<file path="config.mk">
export PLATFORM = sky130hd
export DESIGN_NAME = quadrature_decoder
export DESIGN_NICKNAME = d
export VERILOG_FILES = /design/src/rtl/quad_pkg.sv /design/src/rtl/quad_filter.sv /design/src/rtl/quadrature_decoder.sv
export SDC_FILE = /design/constraint.sdc
export NUM_CORES = 1
export LEC_CHECK = 0
export CAP_MARGIN = 5
export CORE_UTILIZATION = 41
export DETAILED_ROUTE_END_ITERATION = 6
export GPL_TIMING_DRIVEN = 0
export PLACE_DENSITY = 0.69
export RECOVER_POWER = 25
export SETUP_SLACK_MARGIN = 0.5
export SLEW_MARGIN = 15
export SYNTH_ARGS = -nofsm -noshare
export SYNTH_HDL_FRONTEND = slang
export SYNTH_SLANG_ARGS = --single-unit
</file>
<file path="constraint.sdc">
create_clock -name clk -period 1.66 [get_ports clk]
set_input_delay 0.332 -clock clk [delete_from_list [all_inputs] [get_ports clk]]
set_output_delay 0.332 -clock clk [all_outputs]
set_load 0.02 [all_outputs]
</file>
<file path="src/rtl/quad_pkg.sv">
// ----------------------------------------------------------------------------
// quad_pkg
// Shared types and helpers for the quadrature decoder:
//   phase_t     - FSM phase states; the Pxx name is the filtered {A,B} value
//   step_t      - classification of an (old, new) phase pair
//   fwd_next    - next {A,B} in the forward Gray sequence 00->01->11->10->00
//   classify    - forward / reverse / illegal / none for an (old, new) pair
//   phase_of    - phase state for a filtered {A,B} value
//   ab_of       - filtered {A,B} value for a phase state
//   res_gate    - per-destination pulse mask for a resolution setting
//   cnt_width   - debounce counter width for a given stable-cycle count
// ----------------------------------------------------------------------------
package quad_pkg;

    typedef enum logic [2:0] {
        ST_INIT = 3'd0,
        ST_P00  = 3'd1,
        ST_P01  = 3'd2,
        ST_P11  = 3'd3,
        ST_P10  = 3'd4
    } phase_t;

    typedef enum logic [1:0] {
        STEP_NONE = 2'd0,
        STEP_FWD  = 2'd1,
        STEP_REV  = 2'd2,
        STEP_ILL  = 2'd3
    } step_t;

    // Pulse masks indexed by the destination {A,B} value.
    localparam logic [3:0] GATE_RES4 = 4'b1111;  // every transition
    localparam logic [3:0] GATE_RES2 = 4'b1001;  // into 00 or 11
    localparam logic [3:0] GATE_RES1 = 4'b0001;  // into 00 only

    function automatic logic [3:0] res_gate(input int res);
        case (res)
            1:       return GATE_RES1;
            2:       return GATE_RES2;
            default: return GATE_RES4;
        endcase
    endfunction

    function automatic int cnt_width(input int cycles);
        return $clog2(cycles + 1);
    endfunction

    // Forward Gray successor: 00->01->11->10->00.
    function automatic logic [1:0] fwd_next(input logic [1:0] ab);
        return {ab[0], ~ab[1]};
    endfunction

    function automatic step_t classify(input logic [1:0] old_ab,
                                       input logic [1:0] new_ab);
        if (old_ab == new_ab) begin
            return STEP_NONE;
        end else if ((old_ab ^ new_ab) == 2'b11) begin
            return STEP_ILL;
        end else if (fwd_next(old_ab) == new_ab) begin
            return STEP_FWD;
        end else begin
            return STEP_REV;
        end
    endfunction

    function automatic phase_t phase_of(input logic [1:0] ab);
        case (ab)
            2'b00:   return ST_P00;
            2'b01:   return ST_P01;
            2'b11:   return ST_P11;
            default: return ST_P10;
        endcase
    endfunction

    function automatic logic [1:0] ab_of(input phase_t ph);
        case (ph)
            ST_P01:  return 2'b01;
            ST_P11:  return 2'b11;
            ST_P10:  return 2'b10;
            default: return 2'b00;
        endcase
    endfunction

endpackage

</file>
<file path="src/rtl/quad_filter.sv">
// ----------------------------------------------------------------------------
// quad_filter
// One encoder channel: synchronizer chain, debounce counter and valid flag.
// Parameters:
//   SYNC_STAGES     - synchronizer depth (2..3)
//   DEBOUNCE_CYCLES - consecutive cycles a new level must persist (1..255)
// Ports:
//   clk    in  - clock, rising edge
//   reset  in  - synchronous active-high reset
//   din    in  - raw channel, asynchronous to clk
//   level  out - filtered level
//   valid  out - filtered level has been established since reset
// ----------------------------------------------------------------------------
module quad_filter
    import quad_pkg::*;
#(
    parameter int SYNC_STAGES     = 2,
    parameter int DEBOUNCE_CYCLES = 4
) (
    input  logic clk,
    input  logic reset,
    input  logic din,
    output logic level,
    output logic valid
);

    localparam int CNT_W = cnt_width(DEBOUNCE_CYCLES);
    localparam logic [CNT_W-1:0] CNT_LAST = CNT_W'(DEBOUNCE_CYCLES - 1);
    localparam logic [CNT_W-1:0] CNT_ONE  = CNT_W'(1);

    logic [SYNC_STAGES-1:0] sync_q,  sync_d;
    // Travels alongside the synchronizer so that the reset contents of the
    // chain are never mistaken for a real sample of the channel.
    logic [SYNC_STAGES-1:0] prime_q, prime_d;
    logic [CNT_W-1:0]       cnt_q,   cnt_d;
    logic                   level_q, level_d;
    logic                   valid_q, valid_d;

    logic sync_lvl;
    logic primed;

    assign sync_lvl = sync_q[SYNC_STAGES-1];
    assign primed   = prime_q[SYNC_STAGES-1];

    always_comb begin
        sync_d  = {sync_q[SYNC_STAGES-2:0], din};
        prime_d = {prime_q[SYNC_STAGES-2:0], 1'b1};
        cnt_d   = cnt_q;
        level_d = level_q;
        valid_d = valid_q;

        if (!valid_q) begin
            // Acquisition: follow the synchronized level and declare it
            // valid once it has held for DEBOUNCE_CYCLES cycles.
            if (primed) begin
                if (sync_lvl != level_q) begin
                    level_d = sync_lvl;
                    cnt_d   = '0;
                end else if (cnt_q == CNT_LAST) begin
                    valid_d = 1'b1;
                    cnt_d   = '0;
                end else begin
                    cnt_d = cnt_q + CNT_ONE;
                end
            end
        end else if (sync_lvl != level_q) begin
            // The DEBOUNCE_CYCLES-th consecutive differing sample commits.
            if (cnt_q == CNT_LAST) begin
                level_d = sync_lvl;
                cnt_d   = '0;
            end else begin
                cnt_d = cnt_q + CNT_ONE;
            end
        end else begin
            cnt_d = '0;
        end
    end

    always_ff @(posedge clk) begin
        if (reset) begin
            sync_q  <= '0;
            prime_q <= '0;
            cnt_q   <= '0;
            level_q <= 1'b0;
            valid_q <= 1'b0;
        end else begin
            sync_q  <= sync_d;
            prime_q <= prime_d;
            cnt_q   <= cnt_d;
            level_q <= level_d;
            valid_q <= valid_d;
        end
    end

    assign level = level_q;
    assign valid = valid_q;

endmodule

</file>
<file path="src/rtl/quadrature_decoder.sv">
// ----------------------------------------------------------------------------
// quadrature_decoder
// Turns two asynchronous quadrature channels into single-cycle increment /
// decrement pulses for a 4-bit up/down counter, with a sticky illegal-jump
// error flag.
// Parameters:
//   SYNC_STAGES     - synchronizer depth per channel (2..3)
//   DEBOUNCE_CYCLES - stable cycles before a filtered level changes (1..255)
//   RES             - counts per encoder cycle (1, 2 or 4)
// Ports:
//   clk         in  - clock, rising edge
//   reset       in  - synchronous active-high reset
//   enc_a       in  - encoder channel A (asynchronous)
//   enc_b       in  - encoder channel B (asynchronous)
//   enable      in  - 0 suppresses pulses and error setting; tracking goes on
//   error_clear in  - clears the sticky error flag on the next edge
//   increment   out - one-cycle forward pulse
//   decrement   out - one-cycle reverse pulse
//   direction   out - last legal step direction, 1 = forward
//   error       out - sticky, set on a two-bit phase jump
// Pipeline: filters -> FSM/step register -> output register. All outputs
// come straight from flops.
// ----------------------------------------------------------------------------
module quadrature_decoder
    import quad_pkg::*;
#(
    parameter int SYNC_STAGES     = 2,
    parameter int DEBOUNCE_CYCLES = 4,
    parameter int RES             = 4
) (
    input  logic clk,
    input  logic reset,
    input  logic enc_a,
    input  logic enc_b,
    input  logic enable,
    input  logic error_clear,
    output logic increment,
    output logic decrement,
    output logic direction,
    output logic error
);

    localparam logic [3:0] GATE_MASK = res_gate(RES);

    logic a_level, a_valid;
    logic b_level, b_valid;
    logic [1:0] filt_ab;

    quad_filter #(
        .SYNC_STAGES     (SYNC_STAGES),
        .DEBOUNCE_CYCLES (DEBOUNCE_CYCLES)
    ) u_filter_a (
        .clk   (clk),
        .reset (reset),
        .din   (enc_a),
        .level (a_level),
        .valid (a_valid)
    );

    quad_filter #(
        .SYNC_STAGES     (SYNC_STAGES),
        .DEBOUNCE_CYCLES (DEBOUNCE_CYCLES)
    ) u_filter_b (
        .clk   (clk),
        .reset (reset),
        .din   (enc_b),
        .level (b_level),
        .valid (b_valid)
    );

    assign filt_ab = {a_level, b_level};

    // ------------------------------------------------------------------
    // Phase FSM and step register
    // ------------------------------------------------------------------
    phase_t state_q, state_d;
    logic   fwd_q,  fwd_d;
    logic   rev_q,  rev_d;
    logic   ill_q,  ill_d;
    logic   gate_q, gate_d;
    step_t  step_kind;

    always_comb begin
        state_d   = state_q;
        fwd_d     = 1'b0;
        rev_d     = 1'b0;
        ill_d     = 1'b0;
        gate_d    = GATE_MASK[filt_ab];
        step_kind = STEP_NONE;

        case (state_q)
            ST_INIT: begin
                // Initial load only; never a step.
                if (a_valid && b_valid) begin
                    state_d = phase_of(filt_ab);
                end
            end
            default: begin
                step_kind = classify(ab_of(state_q), filt_ab);
                // An illegal jump resyncs to the observed phase as well.
                state_d   = phase_of(filt_ab);
                case (step_kind)
                    STEP_FWD: fwd_d = 1'b1;
                    STEP_REV: rev_d = 1'b1;
                    STEP_ILL: ill_d = 1'b1;
                    default:  ;
                endcase
            end
        endcase
    end

    always_ff @(posedge clk) begin
        if (reset) begin
            state_q <= ST_INIT;
            fwd_q   <= 1'b0;
            rev_q   <= 1'b0;
            ill_q   <= 1'b0;
            gate_q  <= 1'b0;
        end else begin
            state_q <= state_d;
            fwd_q   <= fwd_d;
            rev_q   <= rev_d;
            ill_q   <= ill_d;
            gate_q  <= gate_d;
        end
    end

    // ------------------------------------------------------------------
    // Output register stage
    // ------------------------------------------------------------------
    logic increment_q, increment_d;
    logic decrement_q, decrement_d;
    logic direction_q, direction_d;
    logic error_q,     error_d;

    always_comb begin
        increment_d = enable && fwd_q && gate_q;
        decrement_d = enable && rev_q && gate_q;

        // Gated-off and disabled steps still record their direction.
        direction_d = direction_q;
        if (fwd_q) begin
            direction_d = 1'b1;
        end else if (rev_q) begin
            direction_d = 1'b0;
        end

        // A new illegal jump beats a simultaneous clear.
        error_d = error_q;
        if (ill_q && enable) begin
            error_d = 1'b1;
        end else if (error_clear) begin
            error_d = 1'b0;
        end
    end

    always_ff @(posedge clk) begin
        if (reset) begin
            increment_q <= 1'b0;
            decrement_q <= 1'b0;
            direction_q <= 1'b0;
            error_q     <= 1'b0;
        end else begin
            increment_q <= increment_d;
            decrement_q <= decrement_d;
            direction_q <= direction_d;
            error_q     <= error_d;
        end
    end

    assign increment = increment_q;
    assign decrement = decrement_q;
    assign direction = direction_q;
    assign error     = error_q;

endmodule

</file>
# Word level (Yosys, flattened, before mapping)
# Cells that the tools add are included.
# word_totals
regBits,29
input_bits,6
# op_classes
n_addsub,2
order_cmp,1
eq_ne,22
n_mux,48
bitwise_logic,2
reduce_logical,15
# op_table
op,n
two-way mux 3 bit,12
two-way mux 1 bit,28
"!= test 2 bit, second input constant",7
"equality test 3 x 2 -> 1 bit, second input constant",4
two-way mux 2 bit,5
case mux 3 bit (3 select lines),1
"equality test 2 bit, second input constant",4
AND reduction 4 bit,2
nonzero test 2 bit,4
"adder 3 x 1 -> 3 bit, second input constant",2
logical AND 1 bit,6
case mux 2 bit (3 select lines),1
"equality test 2 x 1 -> 1 bit, second input constant",2
equality test 2 bit,2
"equality test 3 bit, second input constant",1
logical NOT 3 bit,1
"less-than comparator 2 x 3 -> 1 bit, second input constant",1
binary-select mux 1 bit (select 2 bit),1
logical NOT 2 bit,1
!= test 1 bit,2
OR reduction 2 bit,1
bitwise XOR 2 bit,1
NOT 1 bit,1

# Depth between registers and ports, before layout
# logic_depth
depth_word,11
mapped_depth,4

# By module
# From an unflattened synthesis, not the netlist that was laid out.
# unflattened
hier_cells,118
hier_area_um2,1202.4
# by_module_without_submodules
module,n_inst,cells_each,area_per_inst_um2,seq_area_each_um2
quad_filter,2,35,366.6,180.2
quadrature_decoder,1,48,469.2,220.2

# Worst setup path before layout
# OpenSTA, ideal clock, no wires.
# synth_path
kind,register -> register
from,reg u_filter_b.level_q (netlist: u_filter_b.level)
to,reg u_filter_b.cnt_q[0]
t_arrival_ns,1.132
setup_slack_ns,0.433
path_stages_with_launch,5
path_cell_list,dfxtp_1 -> buf_6 -> xnor2_4 -> mux2_4 -> o41ai_2
# synth_via
elab_chain_cells,4
elab_cells_between_ends,5
cone_classes,eq/ne (1); mux (4)
# synth_lines
item,line_no,text
"start, declared",quad_filter.sv:36,"logic level_q, level_d;"
"start signal, assigned",quad_filter.sv:90,level_q <= level_d;
!= test 1 bit (*),"quad_filter.sv:56, quad_filter.sv:66",
two-way mux 3 bit,quad_filter.sv:56,if (sync_lvl != level_q) begin
two-way mux 3 bit,quad_filter.sv:55,if (primed) begin
two-way mux 3 bit (*),quad_filter.sv:52,if (!valid_q) begin
"end signal, assigned",quad_filter.sv:89,cnt_q <= cnt_d;
"end, declared",quad_filter.sv:35,"logic [CNT_W-1:0] cnt_q, cnt_d;"
# Mark *: on every way between the ends. The rest lies on a longest branch, timed or not. The select of a mux whose other input is x is not followed.
# A chain may end at the register's enable or synchronous reset.

# Worst setup path after layout
# layout_path
from,in reset
to,reg increment_q (netlist: increment)
# layout_lines
item,line_no,text
"start, declared",quadrature_decoder.sv:32,"input logic reset,"
"end signal, assigned",quadrature_decoder.sv:164,increment_q <= increment_d;
"end, declared",quadrature_decoder.sv:131,"logic increment_q, increment_d;"
# No word-level cell between the ends.

==> out/results.txt <==
status: complete, no violations
top-area cell type share of the netlist area: 0.459
fmax: 774 MHz
CP endpoint kind: flip-flop
startpoint types: primary input
final instance area: 1520 sq um
Worst R2R Setup Slack: 0.43 ns
Post-DP HPWL: 1.51 mm
maxcap violations: 0
Leak: 0.593 nW
largest area contributor in the netlist: dfxtp_1
GRT overflow: 0
Detail Route Antenna Nets: 0
GPL Wtd Cong: 0.709
CTS tree: built
FF-to-FF path depth: 4
Hold Vio Cnt, Final: 0
layout cells sized above 1: 0.343
Period Utilization, post-route: 0.779
FF-to-FF Start: u_filter_b.level
# hold bufs at CTS: 0
TNS Setup: 0 ns
Via-to-Cell Ratio: 5.25
Starting DRT DRC Count: 27
Remaining DRCs: 0
largest net degree at the start of global routing: 15
average cell area after synthesis: 10.1 sq um
die footprint: 3090 sq um
placed cell count: 156
Root Buffer: clkbuf_4
CP arrival: 1.52 ns
vias post-DR: 914
cell count after synthesis: 116
crit path to: increment
clk sinks: 27
overall power: 0.00104 W
clk_skew: 0.00697 ns
area grow syn2layout: 29.4%
first-pass iteration count of the detailed router: 4
Worst Max-Slew Pin Slew: 0.540 ns
Slew Limit Fails: 0
# diodes: 0
Cell Pwr Density: 683 nW/um^2
clk_lat worst skew: 0.32 ns
Worst-path clk slew: 0.13 ns
Post-Syn Area: 1180 sq um
Net Count, Synth: 127
Synth Register Bits: 27
RSZ-0062 raised after global routing: yes
Overall Global Routing Usage: 0.148
Starting Density: 0.431
initial antenna violation count: 0
Storage cell area: 564 sq um
Multi-input gate area: 648 sq um
CP required: 1.89 ns
core area: 2730 sq um
post-route insts no fill: 174
Port Buffers: 9
worst hold-check path type: reg2reg
number of flops mapped to enable cells by yosys: 0
top post-synthesis cells by area: dfxtp_1, ha_1, nor2b_1, nand3_1, o41ai_2
Post-DP Area: 1320 sq um
total CTS buffers: 3
WL per Instance: 13.0 microns
Reg2Reg Capture Point: u_filter_b.cnt_q[1]
FFs w/ async S/R, synth: 0
Ys Warns: 0
Fillers: 233
Worst VDD drop: 0.000395 V
Seq/Total Area, Yosys: 0.459
# rows: 19
Synth Flop Type: dfxtp_1
fin crit period: 1.29 ns
Critical Path Fanout Max: 10
final WL: 2.26 mm
fin nets: 155
slew margin rel.: 0.640
io pins: 10
first-pass GRT wire length: 3.64 mm
final core occ: 0.557
Finish-stage setup viols: 0
H-tree levels: 1
Distinct cells, synth: 32
Vert. Die Dim: 55.6 microns
die width: 55.6 microns
Max Root-Sink Buffers: 2
vias in the first global route: 858
Setup CP Type: in2reg
Critical path origin: reset
-- cell families (layout without fill, tap and decap cells) --
kind of cell / count (synthesis) / count (layout) / share of synthesized area
XOR/XNOR: 5 / 5 / 0.0531
AND/OR/NAND/NOR: 44 / 44 / 0.220
multiplexers: 2 / 2 / 0.0213
flip-flops: 27 / 27 / 0.459
adder cells (fa/ha/maj): 5 / 5 / 0.0531
buffers and inverters: 11 / 38 / 0.0436
AO/OA/AOI/OAI: 22 / 22 / 0.150
-- repair_timing --
item | 4_1_cts | 5_1_grt
hold endpoints to repair | 0 | 0
setup buffers | 8 | 6
pin swaps | 3 | 5
resized for setup | 29 | 21
endpoints found under the setup margin | 20 | 16
-- area by class of cell --
cell class / instances / share of cell area
Timing Repair Buffer: 23 / 0.122
Inverter: 7 / 0.0172
Clock buffer: 4 / 0.0172
Multi-Input combinational cell: 78 / 0.425
Sequential cell: 27 / 0.370
Tap cell: 31 / 0.0255
Buffer: 4 / 0.0222
-- layout by cell type, fill, tap and decap left out, types with 2 or more instances in the layout --
master / netlist / routed
buf_6: 1 / 3
nand2b_1: 5 / 5
dfxtp_1: 27 / 14
ha_1: 5 / 4
xnor2_1: 3 / 2
nor2_1: 7 / 7
clkdlybuf4s50_1: 0 / 4
buf_2: 2 / 2
inv_1: 7 / 6
and2_1: 3 / 3
a31oi_1: 4 / 4
clkbuf_1: 1 / 3
a21oi_1: 5 / 5
nand3_1: 8 / 8
o211ai_1: 3 / 3
nand3b_1: 2 / 2
a21bo_2: 2 / 2
xnor2_4: 1 / 2
dfxtp_2: 0 / 10
nor2b_1: 10 / 9
and4_1: 2 / 2
o41ai_2: 2 / 2
a22o_1: 3 / 3
dfxtp_4: 0 / 3
clkbuf_4: 0 / 3
buf_4: 0 / 14
or3_1: 2 / 2
-- synth_stat cells (3+ instances only) --
library cell  instances
a21oi_1               5
a22o_1                3
a31oi_1               4
and2_1                3
dfxtp_1              27
ha_1                  5
inv_1                 7
nand2b_1              5
nand3_1               8
nor2_1                7
nor2b_1              10
o211ai_1              3
xnor2_1               3
-- power by group --
| group | leakage, nW | internal (W) | switching (W) |
|---|---|---|---|
| logic | 0.351 | 0.0000532 | 0.0000419 |
| clock network | 0.0150 | 0.0000942 | 0.000181 |
| registers | 0.227 | 0.000660 | 0.00000975 |
-- metrics by stage --
| stage | hold WS [ns] | setup slack [ns] |
|---|---|---|
| 3_5_place_dp | 0.425 | 0.0261 |
| 2_1_floorplan | 0.414 | 0.465 |
| 3_3_place_gp | 0.420 | 0.0695 |
| 4_1_cts | 0.455 | 0.424 |
| 5_1_grt | 0.466 | 0.297 |
| 6_report | 0.450 | 0.368 |
-- worst min-delay path by stage --
stage                     startpoint               endpoint  slack (ns)  cells after the start
2_1_floorplan  u_filter_b.prime_q[0]  u_filter_a.prime_q[1]        0.41                      1
3_3_place_gp    u_filter_a.sync_q[0]   u_filter_a.sync_q[1]        0.42                      1
3_5_place_dp    u_filter_a.sync_q[0]   u_filter_a.sync_q[1]        0.43                      1
4_1_cts        u_filter_b.prime_q[0]  u_filter_a.prime_q[1]        0.46                      1
5_1_grt        u_filter_b.prime_q[0]  u_filter_a.prime_q[1]        0.47                      1
6_report                       ill_q                  error        0.45                      2
-- routing by layer --
| layer | GRT usage | part of all wire | vias to the layer above |
|---|---|---|---|
| met5 | 0 | 0 | - |
| met3 | 0.0279 | 0.026 | 5 |
| met2 | 0.277 | 0.53 | 16 |
| met1 | 0.163 | 0.43 | 430 |
| met4 | 0.0571 | 0.012 | 0 |
| li1 | - | - | 463 |
-- flip-flops by register name, indices dropped and copies added (netlist names), 2 cells and up --
register,flops
u_filter_b.cnt_q,3
u_filter_a.sync_q,2
u_filter_b.sync_q,2
u_filter_a.cnt_q,3
state_q,3
-- worst max-delay path, cell delays in order --
cell,delay [ns]
dlygate4sd2_1,0.25
clkbuf_1,0.45
inv_1,0.24
and4_1,0.25
Power figures use the tool's default switching activity.
